`config.mk`:
```
export PLATFORM = sky130hd
export DESIGN_NAME = mem_burst_ctrl_flat
export DESIGN_NICKNAME = d
export VERILOG_FILES = /design/src/rtl/mem_burst_ctrl_pkg.sv /design/src/rtl/mem_burst_ctrl_if.sv /design/src/rtl/mem_burst_ctrl.sv /design/src/flat_wrapper.sv
export SDC_FILE = /design/constraint.sdc
export NUM_CORES = 1
export LEC_CHECK = 0
export ABC_AREA = 1
export CAP_MARGIN = 20
export CORE_ASPECT_RATIO = 0.8
export CORE_MARGIN = 10
export CORE_UTILIZATION = 46
export DETAILED_ROUTE_END_ITERATION = 8
export GPL_TIMING_DRIVEN = 0
export PLACE_DENSITY = 0.85
export SYNTH_ARGS = -nofsm -noshare
export SYNTH_HDL_FRONTEND = slang
export SYNTH_SLANG_ARGS = --single-unit
```
`constraint.sdc`:
```
create_clock -name clk -period 2.75 [get_ports clk]
set_input_delay 0.4125 -clock clk [delete_from_list [all_inputs] [get_ports clk]]
set_output_delay 0.4125 -clock clk [all_outputs]
set_load 0.005 [all_outputs]
```
`src/rtl/mem_burst_ctrl_pkg.sv`:
```
// Shared definitions for the memory burst controller, the memory block and benches.
//   DEPTH / WIDTH  default memory geometry (DEPTH must be a power of 2)
//   addr_t / data_t / len_t  bus payload types at the default geometry
//   burst_state_e  burst sequencer states
package mem_pkg;

  localparam int unsigned DEPTH      = 64;
  localparam int unsigned WIDTH      = 16;
  localparam int unsigned ADDR_WIDTH = $clog2(DEPTH);
  localparam int unsigned LEN_WIDTH  = ADDR_WIDTH + 1;

  typedef logic [ADDR_WIDTH-1:0] addr_t;
  typedef logic [WIDTH-1:0]      data_t;
  typedef logic [LEN_WIDTH-1:0]  len_t;

  typedef enum logic [2:0] {
    IDLE,
    WFETCH,
    WREQ,
    RREQ,
    RHOLD,
    FIN
  } burst_state_e;

endpackage

```
`src/rtl/mem_burst_ctrl_if.sv`:
```
// Single-port memory bus (valid/ready handshake, one word per transfer).
//   master: addr, wr_rd (1=write), wdata, valid out; rdata, ready in
//   slave : the mirror image, implemented by the memory
interface mem_burst_ctrl_if #(
  parameter int unsigned ADDR_WIDTH = mem_pkg::ADDR_WIDTH,
  parameter int unsigned WIDTH      = mem_pkg::WIDTH
);

  logic [ADDR_WIDTH-1:0] addr;
  logic                  wr_rd;
  logic [WIDTH-1:0]      wdata;
  logic                  valid;
  logic [WIDTH-1:0]      rdata;
  logic                  ready;

  modport master (
    output addr, wr_rd, wdata, valid,
    input  rdata, ready
  );

  modport slave (
    input  addr, wr_rd, wdata, valid,
    output rdata, ready
  );

endinterface

```
`src/rtl/mem_burst_ctrl.sv`:
```
// Burst sequencer in front of the single-port memory: turns one command
// (start address, word count, direction) into a series of single-word memory
// handshakes, pulling write words from a stream or pushing read words to one.
//   clk, rst                 clock, synchronous active-high reset
//   cmd_valid/ready, cmd_wr, cmd_addr, cmd_len   burst command
//   wr_data/valid/ready      write word stream (into the controller)
//   rd_data/valid/ready      read word stream (out of the controller)
//   busy, done               burst in progress, one-cycle completion pulse
//   mem                      memory bus, master side
module mem_burst_ctrl #(
  parameter int unsigned DEPTH      = mem_pkg::DEPTH,
  parameter int unsigned ADDR_WIDTH = $clog2(DEPTH),
  parameter int unsigned WIDTH      = mem_pkg::WIDTH
) (
  input  logic                  clk,
  input  logic                  rst,
  input  logic                  cmd_valid,
  output logic                  cmd_ready,
  input  logic                  cmd_wr,
  input  logic [ADDR_WIDTH-1:0] cmd_addr,
  input  logic [ADDR_WIDTH:0]   cmd_len,
  input  logic [WIDTH-1:0]      wr_data,
  input  logic                  wr_valid,
  output logic                  wr_ready,
  output logic [WIDTH-1:0]      rd_data,
  output logic                  rd_valid,
  input  logic                  rd_ready,
  output logic                  busy,
  output logic                  done,
  mem_burst_ctrl_if.master      mem
);

  import mem_pkg::*;

  localparam int unsigned LEN_WIDTH = ADDR_WIDTH + 1;

  burst_state_e          state;
  logic [ADDR_WIDTH-1:0] addr_q;
  logic [LEN_WIDTH-1:0]  rem_q;
  logic [WIDTH-1:0]      data_q;
  logic                  wr_rd_q;
  logic                  last_word_c;

  // One data register serves both directions: write word to memory, read word to stream.
  assign mem.addr  = addr_q;
  assign mem.wdata = data_q;
  assign mem.wr_rd = wr_rd_q;
  assign rd_data   = data_q;

  assign last_word_c = (rem_q == LEN_WIDTH'(1));

  // Sequencer: every output is a register updated on the transition into the state that owns it.
  always_ff @(posedge clk) begin
    if (rst) begin
      state     <= IDLE;
      addr_q    <= '0;
      rem_q     <= '0;
      data_q    <= '0;
      wr_rd_q   <= 1'b0;
      mem.valid <= 1'b0;
      cmd_ready <= 1'b0;
      wr_ready  <= 1'b0;
      rd_valid  <= 1'b0;
      busy      <= 1'b0;
      done      <= 1'b0;
    end else begin
      done <= 1'b0;
      case (state)
        IDLE: begin
          cmd_ready <= 1'b1;
          if (cmd_valid && cmd_ready) begin
            cmd_ready <= 1'b0;
            busy      <= 1'b1;
            addr_q    <= cmd_addr;
            rem_q     <= cmd_len;
            wr_rd_q   <= cmd_wr;
            if (cmd_len == '0) begin
              state <= FIN;
            end else if (cmd_wr) begin
              state <= WFETCH;
            end else begin
              state     <= RREQ;
              mem.valid <= 1'b1;
            end
          end
        end
        WFETCH: begin
          wr_ready <= 1'b1;
          // wr_ready drops with the consuming edge so a word is never taken twice.
          if (wr_valid && wr_ready) begin
            wr_ready  <= 1'b0;
            data_q    <= wr_data;
            mem.valid <= 1'b1;
            state     <= WREQ;
          end
        end
        WREQ: begin
          if (mem.ready) begin
            mem.valid <= 1'b0;
            addr_q    <= addr_q + ADDR_WIDTH'(1);
            rem_q     <= rem_q - LEN_WIDTH'(1);
            state     <= last_word_c ? FIN : WFETCH;
          end
        end
        RREQ: begin
          if (mem.ready) begin
            mem.valid <= 1'b0;
            data_q    <= mem.rdata;
            rd_valid  <= 1'b1;
            state     <= RHOLD;
          end
        end
        RHOLD: begin
          if (rd_ready) begin
            rd_valid <= 1'b0;
            addr_q   <= addr_q + ADDR_WIDTH'(1);
            rem_q    <= rem_q - LEN_WIDTH'(1);
            if (last_word_c) begin
              state <= FIN;
            end else begin
              state     <= RREQ;
              mem.valid <= 1'b1;
            end
          end
        end
        FIN: begin
          done  <= 1'b1;
          busy  <= 1'b0;
          state <= IDLE;
        end
        default: begin
          state <= IDLE;
        end
      endcase
    end
  end

endmodule
```
`src/flat_wrapper.sv`:
```
// flat-port wrapper written by rule: the top's interface ports become plain ports
module mem_burst_ctrl_flat import mem_pkg::*;
#(
  parameter int unsigned DEPTH      = mem_pkg::DEPTH,
  parameter int unsigned ADDR_WIDTH = $clog2(DEPTH),
  parameter int unsigned WIDTH      = mem_pkg::WIDTH
)
  (clk, rst, cmd_valid, cmd_ready, cmd_wr, cmd_addr, cmd_len, wr_data, wr_valid, wr_ready, rd_data, rd_valid, rd_ready, busy, done, mem_addr, mem_wr_rd, mem_wdata, mem_valid, mem_rdata, mem_ready);
  mem_burst_ctrl_if #(.ADDR_WIDTH(ADDR_WIDTH), .WIDTH(WIDTH)) mem_i ();
  input  logic clk;
  input  logic rst;
  input  logic cmd_valid;
  output logic cmd_ready;
  input  logic cmd_wr;
  input  logic [ADDR_WIDTH-1:0] cmd_addr;
  input  logic [ADDR_WIDTH:0] cmd_len;
  input  logic [WIDTH-1:0] wr_data;
  input  logic wr_valid;
  output logic wr_ready;
  output logic [WIDTH-1:0] rd_data;
  output logic rd_valid;
  input  logic rd_ready;
  output logic busy;
  output logic done;
  output wire logic [$bits(mem_i.addr)-1:0] mem_addr;
  output wire logic [$bits(mem_i.wr_rd)-1:0] mem_wr_rd;
  output wire logic [$bits(mem_i.wdata)-1:0] mem_wdata;
  output wire logic [$bits(mem_i.valid)-1:0] mem_valid;
  input wire logic [$bits(mem_i.rdata)-1:0] mem_rdata;
  input wire logic [$bits(mem_i.ready)-1:0] mem_ready;
  assign mem_addr = mem_i.addr;
  assign mem_wr_rd = mem_i.wr_rd;
  assign mem_wdata = mem_i.wdata;
  assign mem_valid = mem_i.valid;
  assign mem_i.rdata = mem_rdata;
  assign mem_i.ready = mem_ready;
  mem_burst_ctrl #(.DEPTH(DEPTH), .ADDR_WIDTH(ADDR_WIDTH), .WIDTH(WIDTH)) u_core (.clk(clk), .rst(rst), .cmd_valid(cmd_valid), .cmd_ready(cmd_ready), .cmd_wr(cmd_wr), .cmd_addr(cmd_addr), .cmd_len(cmd_len), .wr_data(wr_data), .wr_valid(wr_valid), .wr_ready(wr_ready), .rd_data(rd_data), .rd_valid(rd_valid), .rd_ready(rd_ready), .busy(busy), .done(done), .mem(mem_i));
endmodule
```
==> impl_summary.log <==
INFO  metric cts.hold.buffers_added = 0
INFO  metric hold_fails_final_rpt = 0
INFO  metric synth.cell_area = 0.00232 mm^2
INFO  metric crit_arrival = approximately 1300 ps
INFO  metric maxCapViolCount = 0
INFO  metric clock-sinks = 39
INFO  metric track_usage = around 17%
INFO  metric grt_pass1_vias = 2,462
INFO  metric hold_path_depth = 2
INFO  metric synth.top_cells.by_area = sky130_fd_sc_hd__dfxtp_1 34%, sky130_fd_sc_hd__nand2_1 17%, sky130_fd_sc_hd__nor2_1 9.2%
INFO  metric path_cells = buf_4, clkdlybuf4s50_1
INFO  metric worst_r2r_startpoint = u_core.state[0]$_SDFFE_PP0P_
INFO  metric p_sw = 1.34 mW
INFO  metric ir_drop = 552 uV
INFO  metric grt_setup_unrepaired = false
INFO  metric gr-total-overflow = 0
INFO  metric slew_headroom = between 60% and 70%
INFO  metric via_per_inst = 4.95
INFO  metric power.share.combinational = 59.4%
INFO  metric grt_start_max_net_pins = 12
INFO  metric first_pass_grt_wire_length = 11.9 mm
INFO  metric syn-instance-count = 360
INFO  metric core = 0.00495 mm^2
INFO  metric synth_fp_nets = between 400 and 500
INFO  metric final.setup.tns = 0 ps
INFO  metric final_max_slew_viol_count = 0
INFO  metric cp_max_fo = 3
INFO  metric postCtsResizedCells = 0
INFO  metric wl_per_cell = 13.8 um
INFO  metric tritoncts_buffer_count = 5
INFO  metric multiInputGateArea = 0.00122 mm^2
INFO  metric setup_viol_count_final = 0
INFO  metric timing.hold.worst.class = flop to flop
INFO  metric clock_slew_at_the_register_clock_pins_of_the_worst_setup_and_hold_paths = 70 ps
INFO  metric placementRows = 23
INFO  metric fin_worst_skew = 5.19 ps
INFO  metric p_leak = 1.51 nW
INFO  metric timing.fmax = 588 MHz
INFO  metric timing_worst_slew_pin_value = 516 ps
INFO  metric hp-start = u_core.rem_q[5]$_SDFFE_PP0P_
INFO  metric slowest_delay = 490 ps
INFO  metric tritoncts = yes
INFO  metric drt-total-wl = 7.23 mm
INFO  metric post_route_cells_drive_above_1_share = 12.5%
INFO  metric seq_area_frac_synth = 33.7%
INFO  metric die_area = about 0.0083 mm^2
INFO  metric die_width = 99.4 um
INFO  metric portBuffers = 96
INFO  metric whs_endpoint = u_core.rem_q[5]$_SDFFE_PP0P_
INFO  metric synthesis.yosys.warnings = 0
INFO  metric status = finished clean
INFO  metric finish.net_count = 518
INFO  metric worst_skew_pair.late_latency = 290 ps
INFO  metric detailedRoute.firstPassIterationCount = 4
INFO  metric clock_power_share = around 11%
INFO  metric antenna_left = 0
INFO  metric areaGrowthSynthToFinish = 48.3%
INFO  metric cts_buffer_depth = 2
INFO  metric pwr-share-seq = ~29%
INFO  metric worst_path_max_delay_cell = sky130_fd_sc_hd__clkdlybuf4s50_1
INFO  metric yosysUniqueCellTypes = 28
INFO  metric crit_path_end_kind = output port
INFO  metric diodes_inserted = 0
INFO  metric finalCritPeriodShare = 61.9%
INFO  metric path_class = flop to output port
INFO  metric drt_iter0_drc = 93
INFO  metric ys_seq_elements = 39
INFO  metric p_int = 1.96 mW
INFO  metric cts.htree.levels = 2
INFO  metric hpwlAfterDp = 5.83 mm
INFO  metric drc = 0
INFO  metric pin_count = 97
INFO  metric power.density_cell_area = 959 mW/mm^2
INFO  metric clock_tree.root_cell = sky130_fd_sc_hd__clkbuf_8
INFO  metric cp_data_required_time = roughly 2300 ps
INFO  metric power = 3.30 mW
INFO  metric regArea = 781 um^2
INFO  metric post-synth-top-area-cell = sky130_fd_sc_hd__dfxtp_1
INFO  metric floorplan.initialDensity = 46.9%
INFO  metric rr_worst_depth = 9
INFO  metric reg_to_reg_setup_timing_slack = 1060 ps
INFO  metric antenna_violations_before_repair = 0
INFO  metric critical_path.startpoint_type = flop
INFO  metric die_y = 83.5 um
INFO  metric final_core_utilization = a little over two thirds
INFO  metric avgSynthCellArea = ~6.4 um^2
INFO  metric nFillCells = 415
INFO  metric switching_power_as_a_share_of_total_power = 40.5%
INFO  metric gp_routability_congestion = roughly 0.9
INFO  metric vias = 2,602
INFO  metric crit-reg2reg-capture = u_core.rem_q[2]$_SDFFE_PP0P_
INFO  metric fin_crit = ~1700 ps
INFO  metric postCtsSetupRepairBufs = 0
INFO  metric synth.top_cell.area_share = about a third
critical path: cells and delay by family, from the launching register on:
family	cells	cell delay, ps
DFF	1	390
buffers and inverters	2	620
synthesized netlist by cell type:
cell type / instances
sky130_fd_sc_hd__a21oi_1: 17
sky130_fd_sc_hd__buf_12: 1
sky130_fd_sc_hd__buf_2: 3
sky130_fd_sc_hd__buf_4: 17
sky130_fd_sc_hd__buf_6: 2
sky130_fd_sc_hd__clkbuf_1: 3
sky130_fd_sc_hd__dfxtp_1: 39
sky130_fd_sc_hd__ha_1: 3
sky130_fd_sc_hd__inv_1: 22
sky130_fd_sc_hd__inv_2: 4
sky130_fd_sc_hd__inv_4: 1
sky130_fd_sc_hd__inv_6: 2
sky130_fd_sc_hd__nand2_1: 106
sky130_fd_sc_hd__nand2_2: 4
sky130_fd_sc_hd__nand2_4: 1
sky130_fd_sc_hd__nand3_1: 18
sky130_fd_sc_hd__nand3_2: 1
sky130_fd_sc_hd__nand3_4: 1
sky130_fd_sc_hd__nand3b_1: 1
sky130_fd_sc_hd__nand4_1: 2
sky130_fd_sc_hd__nor2_1: 57
sky130_fd_sc_hd__nor2_2: 12
sky130_fd_sc_hd__nor2_4: 1
sky130_fd_sc_hd__nor2_8: 1
sky130_fd_sc_hd__nor3_1: 1
sky130_fd_sc_hd__o21ai_0: 26
sky130_fd_sc_hd__o21ai_1: 13
sky130_fd_sc_hd__or2_2: 1
worst max-delay path by stage:
stage | start | end
2_1_floorplan | u_core.state[2]$_SDFFE_PP0P_ | u_core.mem.wdata[6]$_SDFFE_PP0P_
3_3_place_gp | rst | u_core.mem.wdata[7]$_SDFFE_PP0P_
3_5_place_dp | rst | u_core.mem.wdata[11]$_SDFFE_PP0P_
4_1_cts | u_core.mem.wdata[10]$_SDFFE_PP0P_ | rd_data[10]
5_1_grt | u_core.state[0]$_SDFFE_PP0P_ | u_core.mem.addr[1]$_SDFFE_PP0P_
6_report | u_core.mem.wdata[9]$_SDFFE_PP0P_ | rd_data[9]
through the flow:
stage	hold WS [ps]	cell area, um^2	worst slack (ps)	std cells
after global routing	491	3440	930	526
after detailed placement	466	3360	857	518
after global placement	450	3360	851	518
after CTS	479	3440	1040	526
final	471	3440	1050	526
after floorplan	443	2320	1370	360
cell type report:
| type | count | share of cell area [%] |
|---|---|---|
| Tap cell | 62 | 2.26 |
| Sequential cell | 39 | 22.7 |
| Buffer | 26 | 5.71 |
| Inverter | 29 | 3.53 |
| Clock inverter | 1 | 0.146 |
| Multi-Input combinational cell | 266 | 35.5 |
| Clock buffer | 7 | 2.22 |
| Timing Repair Buffer | 96 | 27.9 |
routing by layer:
metal	wire (um)	global-route usage, %	vias up	part of all wire, %
met5	0	0	-	0
met2	3560	28.3	87	49
li1	-	-	1327	-
met4	95	4.68	0	1.3
met1	3090	19.9	1180	43
met3	492	4.55	8	6.8
registers in the layout, summed over array words and instances (netlist names):
| name | count |
|---|---|
| u_core.busy | 1 |
| u_core.cmd_ready | 1 |
| u_core.done | 1 |
| u_core.mem.addr | 6 |
| u_core.mem.valid | 1 |
| u_core.mem.wdata | 16 |
| u_core.mem.wr_rd | 1 |
| u_core.rd_valid | 1 |
| u_core.rem_q | 7 |
| u_core.state | 3 |
| u_core.wr_ready | 1 |
power by group through the flow:
stage | clock network [mW] | registers [mW] | logic [mW]
floorplan | 0 | 0.962 | 1.13
global placement | 0 | 0.966 | 1.92
detailed placement | 0 | 0.978 | 1.96
CTS | 0.375 | 0.969 | 1.97
global route | 0.401 | 1.01 | 2.17
finish | 0.370 | 0.969 | 1.96
kinds of logic (layout without fill, tap and decap cells):
kind of cell,Yosys count,in the layout,share of synthesized area (%)
AND/OR/NAND/NOR,207,207,38.9
AO/OA/AOI/OAI,56,56,12.1
buffers and inverters,55,159,13.7
flip-flops,39,39,33.7
adder cells (fa/ha/maj),3,3,1.62
cells in the final DEF, fill, tap and decap left out, types with 2 or more instances in the layout:
cell type,synthesis,routed
sky130_fd_sc_hd__clkbuf_1,3,5
sky130_fd_sc_hd__nor2_1,57,57
sky130_fd_sc_hd__a21oi_1,17,17
sky130_fd_sc_hd__nand3_1,18,18
sky130_fd_sc_hd__inv_6,2,2
sky130_fd_sc_hd__nand2_1,106,106
sky130_fd_sc_hd__clkbuf_8,0,5
sky130_fd_sc_hd__clkdlybuf4s50_1,0,96
sky130_fd_sc_hd__inv_1,22,22
sky130_fd_sc_hd__buf_4,17,17
sky130_fd_sc_hd__buf_2,3,3
sky130_fd_sc_hd__nand2_2,4,4
sky130_fd_sc_hd__o21ai_0,26,26
sky130_fd_sc_hd__inv_2,4,4
sky130_fd_sc_hd__dfxtp_1,39,39
sky130_fd_sc_hd__o21ai_1,13,13
sky130_fd_sc_hd__ha_1,3,3
sky130_fd_sc_hd__buf_6,2,2
sky130_fd_sc_hd__nand4_1,2,2
sky130_fd_sc_hd__nor2_2,12,12
Power figures use the tool's default switching activity.
